--- config.mk ---
export PLATFORM = sky130hd
export DESIGN_NAME = cmd_decoder
export DESIGN_NICKNAME = d
export VERILOG_FILES = /design/src/rtl/cmd_decoder_pkg.sv /design/src/rtl/cmd_gap_timer.sv /design/src/rtl/cmd_decoder.sv
export SDC_FILE = /design/constraint.sdc
export NUM_CORES = 1
export LEC_CHECK = 0
export CORE_MARGIN = 8
export CORE_UTILIZATION = 50
export DETAILED_ROUTE_END_ITERATION = 6
export PLACE_DENSITY = 0.76
export SYNTH_ARGS = -nofsm -noshare
export SYNTH_HDL_FRONTEND = slang
export SYNTH_HIERARCHICAL = 1
export SYNTH_SLANG_ARGS = --single-unit
--- constraint.sdc ---
create_clock -name CLK -period 3.9 [get_ports CLK]
set_input_delay 0.585 -clock CLK [delete_from_list [all_inputs] [get_ports CLK]]
set_output_delay 0.585 -clock CLK [all_outputs]
set_load 0.03 [all_outputs]
--- src/rtl/cmd_decoder_pkg.sv ---
// la_cmd_pkg: shared definitions for the command decoder.
// Holds the opcode high-nibble codes, the decoder state encoding and the
// default resync byte. Imported by cmd_decoder and cmd_gap_timer.
package la_cmd_pkg;

    // Opcode high-nibble command codes (Order[7:4])
    localparam logic [3:0] OP_CLRALL  = 4'hF;
    localparam logic [3:0] OP_ADDEN   = 4'hE;
    localparam logic [3:0] OP_INIT    = 4'hD;
    localparam logic [3:0] OP_TRIG_ON = 4'hC;
    localparam logic [3:0] OP_TRIG_OF = 4'hB;
    localparam logic [3:0] OP_SETTRIG = 4'hA;
    localparam logic [3:0] OP_RELOAD  = 4'h9;

    localparam logic [7:0] SYNC_DEFAULT = 8'hA5;

    typedef enum logic [1:0] {
        ST_IDLE    = 2'd0,
        ST_PAYLOAD = 2'd1,
        ST_CHECK   = 2'd2,
        ST_EXEC    = 2'd3
    } state_t;

endpackage

--- src/rtl/cmd_gap_timer.sv ---
// cmd_gap_timer: counts idle cycles inside a frame.
// Ports:
//   clk      - clock, rising edge
//   clr      - synchronous active-high reset
//   clear    - restart the count at zero (byte accepted / not in a frame)
//   enable   - count this cycle
//   expired  - count has reached TIMEOUT (held until cleared)
module cmd_gap_timer import la_cmd_pkg::*; #(
    parameter int TIMEOUT = 1024
) (
    input  logic clk,
    input  logic clr,
    input  logic clear,
    input  logic enable,
    output logic expired
);

    localparam int CW = $clog2(TIMEOUT + 1);
    localparam logic [CW-1:0] LIMIT = CW'(TIMEOUT);

    logic [CW-1:0] count;

    always_ff @(posedge clk) begin
        if (clr || clear) begin
            count <= '0;
        end else if (enable && (count != LIMIT)) begin
            // saturate at the limit so expired stays asserted until cleared
            count <= count + 1'b1;
        end
    end

    assign expired = (count == LIMIT);

endmodule

--- src/rtl/cmd_decoder.sv ---
// cmd_decoder: byte-stream command frame decoder.
// A frame is an opcode byte followed by PAYLOAD_BYTES payload bytes; the
// opcode high nibble selects a one-cycle command strobe. A SYNC byte aborts
// any partial frame. A stalled frame is dropped after TIMEOUT idle cycles.
// Optional feature macro: CMD_DECODER_CKSUM_EN adds a trailing checksum byte
// (XOR of opcode and payload) that must match before the frame executes.
// Ports:
//   CLK, CLR          - clock, synchronous active-high reset
//   DataIn, DataValid - received byte and its qualifier
//   Locked            - PLL lock status (forces SetInit while low)
//   Order, Data       - last executed opcode and payload (byte 0 in LSBs)
//   adden, SetTrigTime, SoftReload, ClrAll - one-cycle command strobes
//   SetInit           - init strobe OR not Locked
//   TrigEN            - trigger enable level
//   CmdErr            - one-cycle frame error strobe
module cmd_decoder import la_cmd_pkg::*; #(
    parameter int            DW            = 8,
    parameter int            PAYLOAD_BYTES = 1,
    parameter logic [DW-1:0] SYNC          = DW'(SYNC_DEFAULT),
    parameter int            TIMEOUT       = 1024
) (
    input  logic                        CLK,
    input  logic                        CLR,
    input  logic [DW-1:0]               DataIn,
    input  logic                        DataValid,
    input  logic                        Locked,
    output logic [DW-1:0]               Order,
    output logic [PAYLOAD_BYTES*DW-1:0] Data,
    output logic                        adden,
    output logic                        SetTrigTime,
    output logic                        SoftReload,
    output logic                        ClrAll,
    output logic                        SetInit,
    output logic                        TrigEN,
    output logic                        CmdErr
);

    localparam int IW = (PAYLOAD_BYTES > 1) ? $clog2(PAYLOAD_BYTES) : 1;
    localparam logic [IW-1:0] LAST_IDX = IW'(PAYLOAD_BYTES - 1);

    state_t                     state;
    logic [DW-1:0]              opcode_q;
    logic [PAYLOAD_BYTES*DW-1:0] pay_q;
    logic [PAYLOAD_BYTES*DW-1:0] pay_next;
    logic [PAYLOAD_BYTES*DW-1:0] exec_data;
    logic [IW-1:0]              idx;
    logic                       init_q;
    logic                       is_sync;
    logic                       in_frame;
    logic                       last_byte;
    logic                       exec_go;
    logic                       expired;
`ifdef CMD_DECODER_CKSUM_EN
    logic [DW-1:0]              cks_q;
`endif

    always_comb begin
        is_sync   = DataValid && (DataIn == SYNC);
        in_frame  = (state == ST_PAYLOAD) || (state == ST_CHECK);
        last_byte = (idx == LAST_IDX);
        // payload including the byte on the bus, so the final byte can be
        // published in the same edge that enters EXEC
        pay_next  = pay_q;
        pay_next[idx*DW +: DW] = DataIn;
        exec_go   = 1'b0;
        exec_data = pay_next;
        if (DataValid && !is_sync) begin
`ifdef CMD_DECODER_CKSUM_EN
            if ((state == ST_CHECK) && (DataIn == cks_q)) begin
                exec_go   = 1'b1;
                exec_data = pay_q;
            end
`else
            if ((state == ST_PAYLOAD) && last_byte) begin
                exec_go = 1'b1;
            end
`endif
        end
    end

    cmd_gap_timer #(
        .TIMEOUT(TIMEOUT)
    ) u_gap_timer (
        .clk    (CLK),
        .clr    (CLR),
        .clear  (!in_frame || DataValid),
        .enable (in_frame),
        .expired(expired)
    );

    always_ff @(posedge CLK) begin
        if (CLR) begin
            state       <= ST_IDLE;
            idx         <= '0;
            Order       <= '0;
            Data        <= '0;
            adden       <= 1'b0;
            SetTrigTime <= 1'b0;
            SoftReload  <= 1'b0;
            ClrAll      <= 1'b0;
            init_q      <= 1'b0;
            TrigEN      <= 1'b1;
            CmdErr      <= 1'b0;
        end else begin
            adden       <= 1'b0;
            SetTrigTime <= 1'b0;
            SoftReload  <= 1'b0;
            ClrAll      <= 1'b0;
            init_q      <= 1'b0;
            CmdErr      <= 1'b0;
            if (is_sync) begin
                state <= ST_IDLE;
            end else if (exec_go) begin
                // strobes are registered here so they are high during EXEC
                state <= ST_EXEC;
                Order <= opcode_q;
                Data  <= exec_data;
                case (opcode_q[7:4])
                    OP_CLRALL:  ClrAll      <= 1'b1;
                    OP_ADDEN:   adden       <= 1'b1;
                    OP_INIT:    init_q      <= 1'b1;
                    OP_TRIG_ON: TrigEN      <= 1'b1;
                    OP_TRIG_OF: TrigEN      <= 1'b0;
                    OP_SETTRIG: SetTrigTime <= 1'b1;
                    OP_RELOAD:  SoftReload  <= 1'b1;
                    default:    CmdErr      <= 1'b1;
                endcase
            end else if (DataValid) begin
                case (state)
                    ST_PAYLOAD: begin
                        pay_q <= pay_next;
`ifdef CMD_DECODER_CKSUM_EN
                        cks_q <= cks_q ^ DataIn;
`endif
                        if (!last_byte) idx <= idx + 1'b1;
`ifdef CMD_DECODER_CKSUM_EN
                        else            state <= ST_CHECK;
`endif
                    end
                    ST_CHECK: begin
                        // checksum mismatch: drop the frame
                        state  <= ST_IDLE;
                        CmdErr <= 1'b1;
                    end
                    default: begin
                        // IDLE or EXEC: this byte opens a new frame
                        opcode_q <= DataIn;
                        idx      <= '0;
                        state    <= ST_PAYLOAD;
`ifdef CMD_DECODER_CKSUM_EN
                        cks_q    <= DataIn;
`endif
                    end
                endcase
            end else if (in_frame && expired) begin
                state  <= ST_IDLE;
                CmdErr <= 1'b1;
            end else if (state == ST_EXEC) begin
                state <= ST_IDLE;
            end
        end
    end

    assign SetInit = init_q | ~Locked;

endmodule

==> summary.txt <==
Yosys
  • #FFs+latches synth: 44
  • Library cell with the largest summed area after synthesis: dfxtp_1
  • Async set-reset flop share out of synthesis: 0%
  • Top cells by area, synth: dfxtp_1 (37%), edfxtp_1 (12%), mux2i_1 (6.1%)
  • Post-synth EDFFs: 8
  • Sequential-to-total area share from yosys stat: 49.1%
  • YS warnings: 6
  • Top FF cell, synth: dfxtp_1
  • Post-Synthesis Cells: 188
  • Synth top area share: 36.8%
  • Synthesized Nets: 205
  • Syn_area_per_cell: 10.4 sq um
  • Yosys cell types: 50
  • Mapped Area: 1960 sq um

Floorplan
  • Ports: 35
  • FP Rows: 22
  • Die height: 78.6 microns
  • Die Area: 6170 sq um
  • Die width: 78.6 microns
  • Initial Util: 52.7%
  • Core area: 3720 sq um

Final layout
  • Area grow syn2layout: 22.6%
  • Share of post-route cells with drive strength above 1: 11.2%
  • Diodes inserted: 0
  • Layout Nets: 239
  • Final Non-Filler Cells: 271

Timing
  • Period utilisation layout: 59.1%
  • Final hold viol count: 0
  • RSZ-0062 raised after global routing: false
  • Setup TNS Final: 0 ns
  • Fmax: 434 MHz
  • Max Clock Skew: 0.00581 ns
  • Fin crit period: 2.30 ns
  • Relative slew slack: 67.5%
  • Slew @ Worst Pin: 0.487 ns
  • Final Max Slew Viols: 0
  • Setup-violating endpoint count in the final report: 0

Global routing
  • Global-route wire length before repair: 7.04 mm
  • Vias in the first global route: 1551
  • Initial antenna violation count: 0
  • Gr usage total: 14.0%
  • Total congestion overflow: 0
  • Pin count of the biggest net entering global routing: 20

CTS
  • Root Buffer: clkbuf_8
  • H-tree Lvls: 2
  • CTS tree: built
  • Setup bufs post-CTS: 0
  • Post-CTS Hold Fix Bufs: 0
  • Clock Pin Slew Worst Setup and Hold Paths: 0.08 ns
  • Clock buffer depth: 2
  • CTS buffer count: 5
  • PostCTS Resize Cnt: 0
  • Clock Sinks: 44
  • Worst skew pair latency: 0.29 ns

Worst setup path
  • Worst Path Arrival: 2.26 ns
  • Worst flop-to-flop path endpoint: u_gap_timer/count[0]
  • Crit path required time: 3.85 ns
  • Critical path type: input port to flip-flop
  • Worst R2R Start: state[0]
  • FF-to-FF setup slack: 1.73 ns
  • CP max FO: 8
  • Worst reg-to-reg path cell count: 6
  • CP startpoint kind: input port
  • Kind of end point of the critical path: flip-flop

Route
  • Residual DRC: 0
  • Pre-antenna DRT Iters: 4
  • Total wire length: 4.28 mm
  • WL/cell: 15.8 microns
  • DRT iter0 DRCs: 174
  • Vias/cell: 5.80
  • Vias: 1571
  • Antenna violation net count after detailed routing: 0

Placement
  • Cell total after placement: 263
  • Hpwl dp: 3.23 mm
  • # port buffers: 34
  • GPL Wtd Cong: 0.831

Run status
  • Outcome: complete, no violations

Power
  • PD cells: 351 nW/um^2
  • Total power: 843 uW
  • P_leak: 0.000808 uW
  • Worst IR drop on VDD: 265 uV

Flow run
  • Maxcap violations: 0

Min path
  • Hold EP: Data[1]
  • HP Start: Data[1]
  • Hold Path Depth: 2
  • Worst min path class: flip-flop to flip-flop
per-layer routing:
metal	vias up	share of wire, %	track usage [%]
met5	-	0	0
met4	0	1.0	5.00
met3	5	6.4	5.35
met2	51	49	23.6
met1	758	44	15.7
li1	757	-	-
registers in the layout, indices dropped and copies added (netlist names):
signal,count
opcode_q,8
Order,8
SoftReload,1
Data,8
adden,1
ClrAll,1
u_gap_timer/count,11
state,2
SetTrigTime,1
TrigEN,1
CmdErr,1
init_q,1
how the worst max path moves through the flow:
| stage | start | to | cells after the start |
|---|---|---|---|
| after CTS | Locked | SetInit | 3 |
| final | DataIn[1] | opcode_q[2] | 5 |
| after global placement | DataIn[1] | opcode_q[7] | 5 |
| after detailed placement | DataIn[1] | opcode_q[7] | 5 |
| after floorplan | DataValid | u_gap_timer/count[1] | 5 |
| after global routing | DataIn[1] | opcode_q[2] | 5 |
area by class of cell:
class | instances | area [sq um]
flip-flops and latches | 44 | 961
well taps | 48 | 60.1
repair buffers | 36 | 355
fillers | 309 | 1320
inverters | 7 | 26.3
clock inverters | 3 | 13.8
multi-input cells | 128 | 913
clock buffers | 5 | 68.8
worst max-delay path, cell delays in order:
cell and delay [ns]:
clkdlybuf4s50_1 0.49, and4b_4 0.22, and2_2 0.20, a21oi_1 0.27
and4b_1 0.48
cells in the mapped netlist (4+ instances only):
master and n:
clkbuf_1 4, edfxtp_1 8, or3_1 4, nand4_1 4
nand2_1 9, o21ai_0 9, mux2i_1 12, or4_1 4
inv_1 7, nand3_1 6, dfxtp_1 36, a21oi_1 13
ha_1 5, nor2_1 15, nor4b_1 5
kinds of logic after synthesis:
logic type	share of synthesized area, %
buffers and inverters	4.22
xor gates and xnor gates	0.895
AOI/OAI and AO/OA	12.3
DFF	49.1
adders and majority gates	3.20
and+or+nand+nor	24.1
muxes	6.14
per-stage QoR:
step           setup slack, ns  hold slack (ns)  util, %  area [sq um]
2_1_floorplan             1.86            0.456        -          1960
3_3_place_gp              1.37            0.464     62.3          2320
5_1_grt                   1.55            0.532     64.5          2400
3_5_place_dp              1.32            0.473     62.3          2320
4_1_cts                   1.59            0.495     64.5          2400
6_report                  1.60            0.495     64.5          2400
where the power goes:
part           switching, uW  internal, uW
registers               9.78           475
logic                   54.5          40.7
clock network            141           121
placed cells by master (no fill, tap or decap), types with 4 or more instances in the layout:
| cell type | count |
|---|---|
| a21oi_1 | 13 |
| clkbuf_8 | 5 |
| clkdlybuf4s50_1 | 34 |
| dfxtp_1 | 36 |
| edfxtp_1 | 8 |
| ha_1 | 5 |
| inv_1 | 7 |
| mux2i_1 | 12 |
| nand2_1 | 9 |
| nand3_1 | 6 |
| nand4_1 | 4 |
| nor2_1 | 15 |
| nor4b_1 | 5 |
| o21ai_0 | 9 |
| or3_1 | 4 |
| or4_1 | 4 |
Note: power is estimated with default switching activity, not from simulation.
==> RTL change: new RTL, same flow settings <==
Re-encode `state_t` (4 states) as one-hot, 4 bits wide.
--- a/src/rtl/cmd_decoder_pkg.sv
+++ b/src/rtl/cmd_decoder_pkg.sv
@@ -16,7 +16,7 @@
 
-    typedef enum logic [1:0] {
-        ST_IDLE    = 2'd0,
-        ST_PAYLOAD = 2'd1,
-        ST_CHECK   = 2'd2,
-        ST_EXEC    = 2'd3
+    typedef enum logic [3:0] {
+        ST_IDLE    = 4'b0001,
+        ST_PAYLOAD = 4'b0010,
+        ST_CHECK   = 4'b0100,
+        ST_EXEC    = 4'b1000
     } state_t;
Function: no difference found for any inputs over 10 cycles, from zero or initial values; not proved beyond that.
==> RTL change against the unedited design <==
  * Area after synthesis down 3.7%
  * Routed wire length fell by 3.4%
  * Sequential cell count increased by 1
  * Via count decreased by 3.1%
  * Clock skew fell by 0.0014 ns
  * First-iteration DRC count is 37% lower
  * Highest routed layer unchanged
  * Design area decreased by 0.52%
  * Worst hold slack improved by 0.0092 ns
  * Count of clock-buffer cells in the layout did not move
  * Sequential power is 1% higher
  * Utilization rose by 1.1 points
  * Synthesized cell count decreased by 4.8%
  * Setup slack better by 0.0061 ns
  * Total power grew 6.8%
==> RTL change: results (changes against the unedited design) <==
register_area_um2: 981  # was 961 um2
synth_mux_area_share_pct: 8.50  # was 6.14%
total_power_w: 0.000900  # was 0.000843 W
r2r-end: "u_gap_timer/count[1]"  # was u_gap_timer/count[0]
placed_area_um2: 2270  # was 2320 um2
r2r_slack_ns: 1.82  # was 1.73 ns
synth_commonest_cells: "dfxtp_1, nor2_1, mux2i_1"  # was dfxtp_1, nor2_1, a21oi_1
viasPerCell: 5.70  # was 5.80
slew_headroom_pct: 65.6  # was 67.5%
crit_start: "Locked"  # was DataIn[1]
swShare_pct: 21.8  # was 24.4%
final_net_count: 232  # was 239
synth-compound-area-share_pct: 10.7  # was 12.3%
timing.hold.ws_ns: 0.505  # was 0.495 ns
syn_area_per_cell_um2: 10.5  # was 10.4 um2
wl_met2_um: 2100  # was 2090 um
crit_path_end: "SetInit"  # was opcode_q[2]
wire_per_inst_um: 15.5  # was 15.8 um
wl_met1_um: 1690  # was 1880 um
status: "completed"  # unchanged
synthXorXnorAreaFrac_pct: 0.930  # was 0.895%
num-fill-cells: 310  # was 309
critPathArrivalTime_ns: 1.71  # was 2.26 ns
cp_max_fo: 1  # was 8
met1_usage_pct: 14.3  # was 15.7%
wl_met3_um: 272  # was 273 um
pg_clk_w: 0.000347  # was 0.000262 W
use_met2_pct: 24.1  # was 23.6%
gp_congestion: 0.797  # was 0.831
seq_power_w: 0.000490  # was 0.000485 W
finClkSkew_ns: 0.00443  # was 0.00581 ns
seq_area_frac_synth_pct: 52.1  # was 49.1%
pre_cts_slack_ns: 1.48  # was 1.32 ns
[RTL change: cell count changes after synthesis, moves of 2 or more]
cell	before	now
nor4_1	2	5
a21oi_1	13	9
and4bb_1	0	2
o21ai_0	9	7
nand2_1	9	5
nor2_1	15	23
and2_1	0	2
ha_1	5	2
nor4b_1	5	3
a211oi_1	2	0
nor3_1	3	1
mux2i_1	12	16
[RTL change: final cells by class]
type / instances / area share (%)
clock buffer: 5 / 2.88
clock inverter: 3 / 1.84
inverter: 6 / 0.944
multi-input combinational: 122 / 35.2
sequential: 45 / 41.1
tap: 48 / 2.52
timing repair buffer: 38 / 15.5
[RTL change: critical path: stages]
cell	delay, ns
clkdlybuf4s50_1	0.40
nand2b_1	0.07
clkdlybuf4s50_1	0.66
